**src/rtl/request_unit_if.sv**
```systemverilog
// Decoder/cache-facing bundle of the request unit: decoded flags and hits in,
// memory requests, PC enable and status out.
interface request_unit_if #(
  parameter int unsigned CNT_W = 32
);
  logic             memtoReg;
  logic             memWr;
  logic             halt;
  logic             ihit;
  logic             dhit;
  logic             iREN;
  logic             dREN;
  logic             dWEN;
  logic             pc_en;
  logic             halted;
  logic [CNT_W-1:0] instr_count;
  logic             wdog_err;

  modport master (
    input  memtoReg, memWr, halt, ihit, dhit,
    output iREN, dREN, dWEN, pc_en, halted, instr_count, wdog_err
  );

  modport slave (
    output memtoReg, memWr, halt, ihit, dhit,
    input  iREN, dREN, dWEN, pc_en, halted, instr_count, wdog_err
  );
endinterface

```
**src/rtl/request_unit.sv**
```systemverilog
// Memory-request sequencer: one outstanding access, sticky halt, retire counter.
// Optional data-phase watchdog enabled with `define REQ_WATCHDOG_EN.
module request_unit #(
  parameter int unsigned CNT_W      = 32,
  parameter int unsigned WDOG_LIMIT = 255
) (
  input  logic          CLK,
  input  logic          RST,
  request_unit_if.master bus
);

  typedef enum logic [1:0] {
    FETCH  = 2'd0,
    DATA   = 2'd1,
    HALTED = 2'd2
  } state_t;

  state_t           state;
  logic             dren_q;
  logic             dwen_q;
  logic             halted_q;
  logic [CNT_W-1:0] count_q;
  logic             mem_op;
  logic             pc_en_c;

  assign mem_op = bus.memtoReg | bus.memWr;

  // Retire strobe: same cycle as the completing ihit (non-mem) or dhit (mem).
  always_comb begin
    pc_en_c = 1'b0;
    case (state)
      FETCH:   pc_en_c = bus.ihit & ~bus.halt & ~mem_op;
      DATA:    pc_en_c = bus.dhit;
      default: pc_en_c = 1'b0;
    endcase
  end

  always_ff @(posedge CLK) begin
    if (RST) begin
      state    <= FETCH;
      dren_q   <= 1'b0;
      dwen_q   <= 1'b0;
      halted_q <= 1'b0;
      count_q  <= '0;
    end else begin
      case (state)
        FETCH: begin
          if (bus.ihit) begin
            if (bus.halt) begin
              state    <= HALTED;
              halted_q <= 1'b1;
            end else if (mem_op) begin
              // Store takes precedence when both flags are decoded.
              state  <= DATA;
              dren_q <= bus.memtoReg & ~bus.memWr;
              dwen_q <= bus.memWr;
            end else begin
              count_q <= count_q + CNT_W'(1);
            end
          end
        end
        DATA: begin
          if (bus.dhit) begin
            state   <= FETCH;
            dren_q  <= 1'b0;
            dwen_q  <= 1'b0;
            count_q <= count_q + CNT_W'(1);
          end
        end
        HALTED: begin
          dren_q <= 1'b0;
          dwen_q <= 1'b0;
        end
        default: begin
          state  <= FETCH;
          dren_q <= 1'b0;
          dwen_q <= 1'b0;
        end
      endcase
    end
  end

  assign bus.iREN        = (state == FETCH);
  assign bus.dREN        = dren_q;
  assign bus.dWEN        = dwen_q;
  assign bus.pc_en       = pc_en_c;
  assign bus.halted      = halted_q;
  assign bus.instr_count = count_q;

`ifdef REQ_WATCHDOG_EN
  localparam int unsigned WDOG_W = $clog2(WDOG_LIMIT + 1);

  logic [WDOG_W-1:0] wdog_cnt;
  logic              wdog_q;
  logic              data_entry;
  logic              data_stall;

  assign data_entry = (state == FETCH) & bus.ihit & ~bus.halt & mem_op;
  assign data_stall = (state == DATA) & ~bus.dhit;

  // Counts stalled DATA cycles; error is sticky and does not disturb the FSM.
  always_ff @(posedge CLK) begin
    if (RST) begin
      wdog_cnt <= '0;
      wdog_q   <= 1'b0;
    end else begin
      if (data_entry) begin
        wdog_cnt <= '0;
      end else if (data_stall && (wdog_cnt != WDOG_W'(WDOG_LIMIT))) begin
        wdog_cnt <= wdog_cnt + WDOG_W'(1);
      end
      if (data_stall && (wdog_cnt == WDOG_W'(WDOG_LIMIT - 1))) begin
        wdog_q <= 1'b1;
      end
    end
  end

  assign bus.wdog_err = wdog_q;
`else
  // WDOG_LIMIT stays referenced so the parameter set is identical in both builds.
  assign bus.wdog_err = (WDOG_LIMIT == 0) && 1'b0;
`endif

endmodule
```
**src/flat_wrapper.sv**
```systemverilog
// flat-port wrapper written by rule: the top's interface ports become plain ports
module request_unit_flat 
#(
  parameter int unsigned CNT_W      = 32,
  parameter int unsigned WDOG_LIMIT = 255
)
  (CLK, RST, bus_memtoReg, bus_memWr, bus_halt, bus_ihit, bus_dhit, bus_iREN, bus_dREN, bus_dWEN, bus_pc_en, bus_halted, bus_instr_count, bus_wdog_err);
  request_unit_if #(.CNT_W(CNT_W)) bus_i ();
  input  logic CLK;
  input  logic RST;
  input wire logic [$bits(bus_i.memtoReg)-1:0] bus_memtoReg;
  input wire logic [$bits(bus_i.memWr)-1:0] bus_memWr;
  input wire logic [$bits(bus_i.halt)-1:0] bus_halt;
  input wire logic [$bits(bus_i.ihit)-1:0] bus_ihit;
  input wire logic [$bits(bus_i.dhit)-1:0] bus_dhit;
  output wire logic [$bits(bus_i.iREN)-1:0] bus_iREN;
  output wire logic [$bits(bus_i.dREN)-1:0] bus_dREN;
  output wire logic [$bits(bus_i.dWEN)-1:0] bus_dWEN;
  output wire logic [$bits(bus_i.pc_en)-1:0] bus_pc_en;
  output wire logic [$bits(bus_i.halted)-1:0] bus_halted;
  output wire logic [$bits(bus_i.instr_count)-1:0] bus_instr_count;
  output wire logic [$bits(bus_i.wdog_err)-1:0] bus_wdog_err;
  assign bus_i.memtoReg = bus_memtoReg;
  assign bus_i.memWr = bus_memWr;
  assign bus_i.halt = bus_halt;
  assign bus_i.ihit = bus_ihit;
  assign bus_i.dhit = bus_dhit;
  assign bus_iREN = bus_i.iREN;
  assign bus_dREN = bus_i.dREN;
  assign bus_dWEN = bus_i.dWEN;
  assign bus_pc_en = bus_i.pc_en;
  assign bus_halted = bus_i.halted;
  assign bus_instr_count = bus_i.instr_count;
  assign bus_wdog_err = bus_i.wdog_err;
  request_unit #(.CNT_W(CNT_W), .WDOG_LIMIT(WDOG_LIMIT)) u_core (.CLK(CLK), .RST(RST), .bus(bus_i));
endmodule
```
**config.mk**
```make
export PLATFORM = sky130hd
export DESIGN_NAME = request_unit_flat
export DESIGN_NICKNAME = d
export VERILOG_FILES = /design/src/rtl/request_unit_if.sv /design/src/rtl/request_unit.sv /design/src/flat_wrapper.sv
export SDC_FILE = /design/constraint.sdc
export NUM_CORES = 1
export LEC_CHECK = 0
export BUFFER_PORTS_ARGS = -buffer_cell sky130_fd_sc_hd__buf_2
export CORE_MARGIN = 10
export CORE_UTILIZATION = 50
export CTS_BUF_LIST = sky130_fd_sc_hd__clkbuf_2
export CTS_CLUSTER_SIZE = 28
export DETAILED_ROUTE_END_ITERATION = 8
export PLACE_DENSITY = 0.77
export SYNTH_ARGS = -nofsm -noshare
export SYNTH_HDL_FRONTEND = slang
export SYNTH_SLANG_ARGS = --single-unit
```
**constraint.sdc**
```tcl
create_clock -name CLK -period 2.1 [get_ports CLK]
set_clock_uncertainty 0.1 [all_clocks]
set_input_delay 0.21 -clock CLK [delete_from_list [all_inputs] [get_ports CLK]]
set_output_delay 0.21 -clock CLK [all_outputs]
set_load 0.02 [all_outputs]
```
After elaboration in Yosys (flattened, before gate mapping)
Index checks and enable logic that the tools add are counted.
{ "word_totals": {"ff_bits": 37, "in_bits": 7, "out_inout_bits": 38, "wordCells": 48} }
{ "classes": {"n_addsub": 1, "n_eq_ne": 8, "n_reduce_logical": 6, "bitwise_logic": 8, "muxes": 20} }
{ "op_table": {"columns": ["op", "count"], "rows": [
  ["2-to-1 mux 32 bit", 4],
  ["case mux 32 bit (2 select lines)", 1],
  ["adder 32 x 1 -> 32 bit (second input constant)", 1],
  ["2-to-1 mux 2 bit", 4],
  ["!= test 2 bit (second input constant)", 4],
  ["AND reduction 4 bit", 2],
  ["2-to-1 mux 1 bit", 7],
  ["case mux 1 bit (2 select lines)", 3],
  ["case mux 2 bit (3 select lines)", 1],
  ["AND reduction 5 bit", 1],
  ["NOT 1 bit", 4],
  ["AND 1 bit", 3],
  ["!= test 3 x 2 -> 1 bit (second input constant)", 1],
  ["AND reduction 3 bit", 1],
  ["equality test 2 x 1 -> 1 bit (second input constant)", 1],
  ["equality test 2 bit (second input constant)", 1],
  ["zero test 2 bit", 1],
  ["!= test 2 x 1 -> 1 bit (second input constant)", 1],
  ["nonzero test 2 bit", 1],
  ["bitwise OR 1 bit", 1]
]} }

Logic depth before layout (Yosys ltp)
Gate-level depths: netlist (run 1).
{ "depth": {"ltp_word": 6, "mapped_depth": 7} }

Least setup slack after synthesis (run 1)
OpenSTA, ideal clock, no wires.
{ "synth_path": {"path_kind": "reg-to-reg", "startpoint": "reg u_core.count_q[5] (netlist: u_core.bus.instr_count[5])", "endpoint": "reg u_core.count_q[31] (netlist: u_core.bus.instr_count[31])", "path_stages_with_launch": 6, "setup_slack_ns": -0.102, "t_required_ns": 1.877, "n_path_buf": 1, "synth_period_minus_slack_ns": 2.202, "arrival_time_ns": 1.979, "setup_ns": 0.123, "cell_sequence": "dfxtp_1 nand4_2 or4_1 buf_2 nor4_2 mux2_1"} }
{ "synth_between": {"elab_chain_cells": 5} }
{ "synth_rtl": {"columns": ["element", "line", "text"], "rows": [
  ["start, declared", "request_unit.sv:22", "logic [CNT_W-1:0] count_q;"],
  ["start signal, assigned", "request_unit.sv:58", "count_q <= count_q + CNT_W'(1);"],
  ["start signal, assigned", "request_unit.sv:67", "count_q <= count_q + CNT_W'(1);"],
  ["adder 32 x 1 -> 32 bit (*)", "request_unit.sv:58, request_unit.sv:67", null],
  ["2-to-1 mux 32 bit", "request_unit.sv:52", "end else if (mem_op) begin"],
  ["2-to-1 mux 32 bit", "request_unit.sv:49", "if (bus.halt) begin"],
  ["2-to-1 mux 32 bit", "request_unit.sv:48", "if (bus.ihit) begin"],
  ["case mux 32 bit (2 select lines) (*)", "request_unit.sv:46", "case (state)"]
]} }
Every way passes the cells marked *; elsewhere a longest branch is shown, timed or not. The select of a mux whose other input is x is not followed.
A chain may end at the register's enable or synchronous reset.

Worst setup path after layout (run 1)
{ "layout_path": {"startpoint": "in bus_ihit", "endpoint": "reg u_core.count_q[17] (netlist: u_core.bus.instr_count[17])"} }
{ "layout_between": {"elab_chain_cells": 2} }
{ "layout_rtl": {"columns": ["element", "line", "text"], "rows": [
  ["start, declared", "flat_wrapper.sv:14", "input wire logic [$bits(bus_i.ihit)-1:0] bus_ihit;"],
  ["!= test 2 bit (no source line)", null, null],
  ["AND reduction 5 bit (no source line)", null, null]
]} }
No other way between the ends.

==> results of run 1 <==
## critical path: cells and delay by family
family / cells / cell delay, ns
buffers and inverters: 4 / 1.03
and+or+nand+nor: 2 / 0.79
AOI/OAI and AO/OA: 2 / 0.23
## area by class of cell
| class | count | area [um2] |
|---|---|---|
| multi-input cells | 173 | 1220 |
| fillers | 317 | 1200 |
| flip-flops and latches | 37 | 757 |
| repair buffers | 74 | 470 |
| well taps | 48 | 60.1 |
| inverters | 8 | 30.0 |
| clock buffers | 5 | 25.0 |
| clock inverters | 3 | 12.5 |
## registers in the layout, summed over array words and instances, names as in the netlist
signal / count
u_core.state: 2
u_core.bus.dWEN: 1
u_core.bus.halted: 1
u_core.bus.instr_count: 32
u_core.bus.dREN: 1
## timing repair
item,in CTS,in global routing
hold buffers,4,0
gates cloned,0,0
resized for setup,2,14
endpoints found under the hold margin,3,0
setup endpoints to repair,2,17
pin swaps,0,2
setup buffers,0,2
## metrics by stage
step / cell area [um2] / util
6_report: 2570 / 0.682
5_1_grt: 2570 / 0.682
4_1_cts: 2490 / 0.661
3_5_place_dp: 2400 / 0.638
3_3_place_gp: 2400 / 0.638
2_1_floorplan: 2010 / -
## worst paths after layout
kind / startpoint / slack [ns] / cells past startpoint / endpoint
min reg2reg: u_core.bus.dWEN / 0.42 / 2 / u_core.bus.dWEN
min: bus_halt / 0.03 / 3 / u_core.state[1]
max: bus_ihit / 0.1 / 8 / u_core.bus.instr_count[17]
max reg2reg: u_core.bus.instr_count[7] / 0.1 / 4 / u_core.bus.instr_count[31]
## routing by layer
layer	wire, um	vias to the layer above	track usage
li1	-	1023	-
met1	2550	964	0.195
met2	2560	47	0.237
met3	339	7	0.0459
met4	80	0	0.0585
met5	0	-	0
## logic make-up after synthesis
group           count (synthesis)
xor+xnor                        1
mux                            11
buf+inv                        24
fa+ha+maj                       1
flops                          37
compound gates                 47
other cells                     1
simple gates                  112
## report_power, final
| group | internal, uW | total, uW | switching (uW) | leakage, uW |
|---|---|---|---|---|
| Sequential | 707 | 712 | 5.16 | 0.000304 |
| Clock | 72.7 | 320 | 247 | 0.0000278 |
| Combinational | 45.1 | 106 | 60.9 | 0.000717 |
## synth_stat cells (5+ instances only)
library cell  number  area (um2)
inv_1              8        30.0
nor4_1            10        62.6
o31ai_1           12        90.1
nand4_1            9        56.3
mux2_1             5        56.3
nand3_1           10        50.1
or4_1             14         105
clkbuf_1           9        33.8
dfxtp_1           37         741
and4_1             5        43.8
mux2_2             6        67.6
nand2_1           13        48.8
nor2b_1           10        62.6
a21oi_1           22         110
nor2_1            18        67.6
==> reports/metrics.yaml, run 1 <==
postSynthAreaPerCell_um2: 8.53
start_util: 0.529
synth.area.mux_share: 0.0621
synth_xor_area_frac: 0.00439
crit_type: "input pin to flop"
nNetsFinal: 307
route.detailed.drc: 0
period_needed_ns: 2.00
whs_ns: 0.0325
syn-num-nets: 242
synth_compound_area_frac: 0.154
rsz0062_at_grt: "false"
synth.cell_area_um2: 2000
vias_per_cell: 5.86
clk_latency_ns: 0.42
cpPeakStageDelay_ns: 0.53
critical_path.most_common_cell: "buf_4"
required_ns: 2.34
report.power.total_uw: 1140
htree_levels: 2
postRouteAntennaNets: 0
drive_gt1_frac: 0.363
cts_sinks: 37
vias: 2041
drt_wl_total_mm: 5.54
p_leak_uw: 0.00105
fp.dieW_um: 83.2
clock_path_buffers: 2
postSynth.asyncResetShare: 0
avgRoutedWirePerCell_um: 15.9
dp_slack_ns: 0.0229
worst_path_max_delay_cell: "dlygate4sd3_1"
max_freq_ghz: 0.499
crit_chain: "dlygate4sd3_1 > buf_2 > nor4b_4 > buf_4 > a2bb2oi_4 > buf_4 > or4b_4 > a21oi_2"
die_area_um2: 6920
tightest_slew_ns: 0.679
crit_path_start_kind: "input pin"
final.setup.tns_ns: 0
min_period_over_period: 0.954
yosys_warnings: 0
synth_cell_types: 41
drt_iter0_markers: 201
place_hpwl_mm: 3.86
grt_usage: 0.154
pin_count: 45
final_hold_viol_count: 0
layout-area-overhead-vs-synth_pct: 28.8
diodes: 0
synth_seq_cells: 37
synth_fa_ha_area_frac: 0.00627
crit_path_end_kind: "flop"
placedCellCount: 334
cts_tree: "yes"
final_cell_mix: "buf_2 (43), dfxtp_1 (28), buf_4 (26)"
die_h_um: 83.2
slew_violations: 0
grt_pass1_vias: 1953
irDropWorstVdd_uv: 410
synth_enable_flop_cells: 0
outcome: "completed"
seq_area_frac_synth: 0.371
cts_root_buf: "clkbuf_2"
cp.arrival_ns: 2.25
numPortBuffers: 43
grt_pass1_wl_mm: 9.20
antenna_found_initial: 0
power_density_nw_per_um2: 443
synth_ff_type: "dfxtp_1"
clk_pin_slew_ns: 0.18
final_common_cell: "buf_2"
numCtsBuffers: 5
maxCapViolCount: 0
gp_congestion: 0.876
synth_simple_gate_area_frac: 0.347
drt_first_pass_iters: 4
setup_ws_ns: 0.0969
netlist_instances: 234
grt_max_degree: 38
final_cells: 348
maxSlewHeadroom: 0.548
core_area_um2: 3770
synth_top_family_by_area: "simple AND/OR/NAND/NOR gates"
grt-ovfl-total: 0
hold_path_class: "input pin to flop"
worst-path-max-fanout: 8
rows: 22
setup_viol: 0
Note: power is estimated with default switching activity, not from simulation.
==> run 2: changes to the inputs <==
--- a/config.mk
+++ b/config.mk
@@ -7,11 +7,11 @@
 export LEC_CHECK = 0
 export BUFFER_PORTS_ARGS = -buffer_cell sky130_fd_sc_hd__buf_2
 export CORE_MARGIN = 10
-export CORE_UTILIZATION = 50
+export CORE_UTILIZATION = 44
 export CTS_BUF_LIST = sky130_fd_sc_hd__clkbuf_2
 export CTS_CLUSTER_SIZE = 28
 export DETAILED_ROUTE_END_ITERATION = 8
-export PLACE_DENSITY = 0.77
+export PLACE_DENSITY = 0.69
 export SYNTH_ARGS = -nofsm -noshare
 export SYNTH_HDL_FRONTEND = slang
 export SYNTH_SLANG_ARGS = --single-unit
==> run 2 against run 1 <==
Worst hold slack got worse by 0.029 ns. Flip-flop and latch count unchanged. Register-to-register slack barely moved. Largest cell class unchanged. Worst setup slack got worse by 0.022 ns. Core utilization shrank 9.5 points. Clock power shrank 2%. Count of clock-buffer cells in the layout grew 1. Largest power group unchanged. Via count grew 0.54%.
==> reports/metrics.yaml, run 2 (synthesized netlist as in run 1, its figures left out) <==
grt_pass1_vias: 1970
tightest_slew_ns: 0.525
core_area_um2: 4380
crit_chain: "nor4b_4 > a2bb2oi_2 > buf_4 > inv_1 > buf_4"
clk_pin_slew_ns: 0.20
avgRoutedWirePerCell_um: 15.6
numCtsBuffers: 5
numPortBuffers: 43
clk_latency_ns: 0.40
crit_type: "flop to output port"
crit_path_start_kind: "flop"
postRouteAntennaNets: 0
route.detailed.drc: 0
cp.arrival_ns: 1.72
cpPeakStageDelay_ns: 0.37
worst-path-max-fanout: 6
max_freq_ghz: 0.494
crit_path_end_kind: "output port"
setup_viol: 0
layout-area-overhead-vs-synth_pct: 28.9
final_cells: 353
grt_max_degree: 31
start_util: 0.455
maxCapViolCount: 0
hold_path_class: "input pin to flop"
path_delay_family: "buffers and inverters"
final_cell_mix: "buf_2 (42), buf_4 (30), dfxtp_1 (28)"
path_buf_inv: 3
num-fill-cells: 396
drive_gt1_frac: 0.369
irDropWorstVdd_uv: 354
fp.dieW_um: 87.3
vias: 2052
vias_per_cell: 5.81
nNetsFinal: 309
cts_root_buf: "clkbuf_2"
grt_usage: 0.147
grt-ovfl-total: 0
p_leak_uw: 0.00104
die_h_um: 87.3
final_common_cell: "buf_2"
cts_sinks: 37
rows: 24
antenna_found_initial: 0
cts_tree: "yes"
diodes: 0
worst_path_max_delay_cell: "dfxtp_2"
drt_first_pass_iters: 4
final.setup.tns_ns: 0
critical_path.most_common_cell: "buf_4"
place_hpwl_mm: 3.96
period_needed_ns: 2.03
maxSlewHeadroom: 0.650
min_period_over_period: 0.964
die_area_um2: 7630
rsz0062_at_grt: "true"
gp_congestion: 0.810
outcome: "completed"
final_hold_viol_count: 0
grt_pass1_wl_mm: 9.36
power_density_nw_per_um2: 438
clock_path_buffers: 2
placedCellCount: 342
drt_iter0_markers: 111
pin_count: 45
required_ns: 1.79
largest_reg_flops: 32
htree_levels: 2
drt_wl_total_mm: 5.52
slew_violations: 0
## run 2: layout make-up
type | count | area [um2] | share of cell area
Timing Repair Buffer | 76 | 485 | 0.189
Clock buffer | 6 | 30.0 | 0.0117
Tap cell | 52 | 65.1 | 0.0253
Multi-Input combinational cell | 173 | 1200 | 0.468
Inverter | 8 | 30.0 | 0.0117
Sequential cell | 37 | 754 | 0.293
Clock inverter | 1 | 3.75 | 0.00146
## run 2: repair_timing
action                                  in CTS  in global routing
endpoints found under the hold margin        3                  0
resized for setup                            1                 12
hold buffers                                 3                  0
buffers inserted                             0                  1
endpoints found under the setup margin       1                 14
pin swaps                                    1                  1
gates cloned                                 0                  0
## run 2: tightest hold or removal path, delay by kind of cell
kind / cells / cell delay (ns)
buffers and inverters: 1 / 0.13
AO/OA/AOI/OAI: 1 / 0.08
AND/OR/NAND/NOR: 1 / 0.07
## run 2: per-layer routing
metal,vias up,wire (um),global-route usage
met1,974,2560,0.189
met3,7,317,0.0431
met5,-,0,0
li1,1028,-,-
met2,43,2580,0.229
met4,0,63,0.0478
## run 2: stage by stage
stage | instance area [um2] | util | worst slack (ns) | power (uW) | hold WS, ns
3_3_place_gp | 2440 | 0.557 | 0.0917 | 818 | 0.350
5_1_grt | 2570 | 0.587 | -0.0275 | 1170 | 0.0281
4_1_cts | 2510 | 0.572 | 0.000824 | 1130 | 0.00635
6_report | 2570 | 0.587 | 0.0747 | 1130 | 0.00360
2_1_floorplan | 2010 | - | 0.0185 | 785 | 0.267
3_5_place_dp | 2440 | 0.557 | 0.0256 | 820 | 0.364
## run 2: final timing paths
kind / to / slack [ns] / start / depth (start not counted)
setup / recovery: bus_pc_en / 0.07 / u_core.state[0] / 5
hold / removal: u_core.bus.halted / 0.004 / bus_halt / 3
setup reg to reg: u_core.bus.instr_count[16] / 0.10 / u_core.bus.instr_count[7] / 5
hold reg to reg: u_core.bus.halted / 0.41 / u_core.bus.halted / 2
## run 2: power breakdown
| group | internal, uW | switching [uW] |
|---|---|---|
| Clock | 77.6 | 236 |
| Combinational | 40.6 | 60.1 |
| Sequential | 708 | 4.66 |
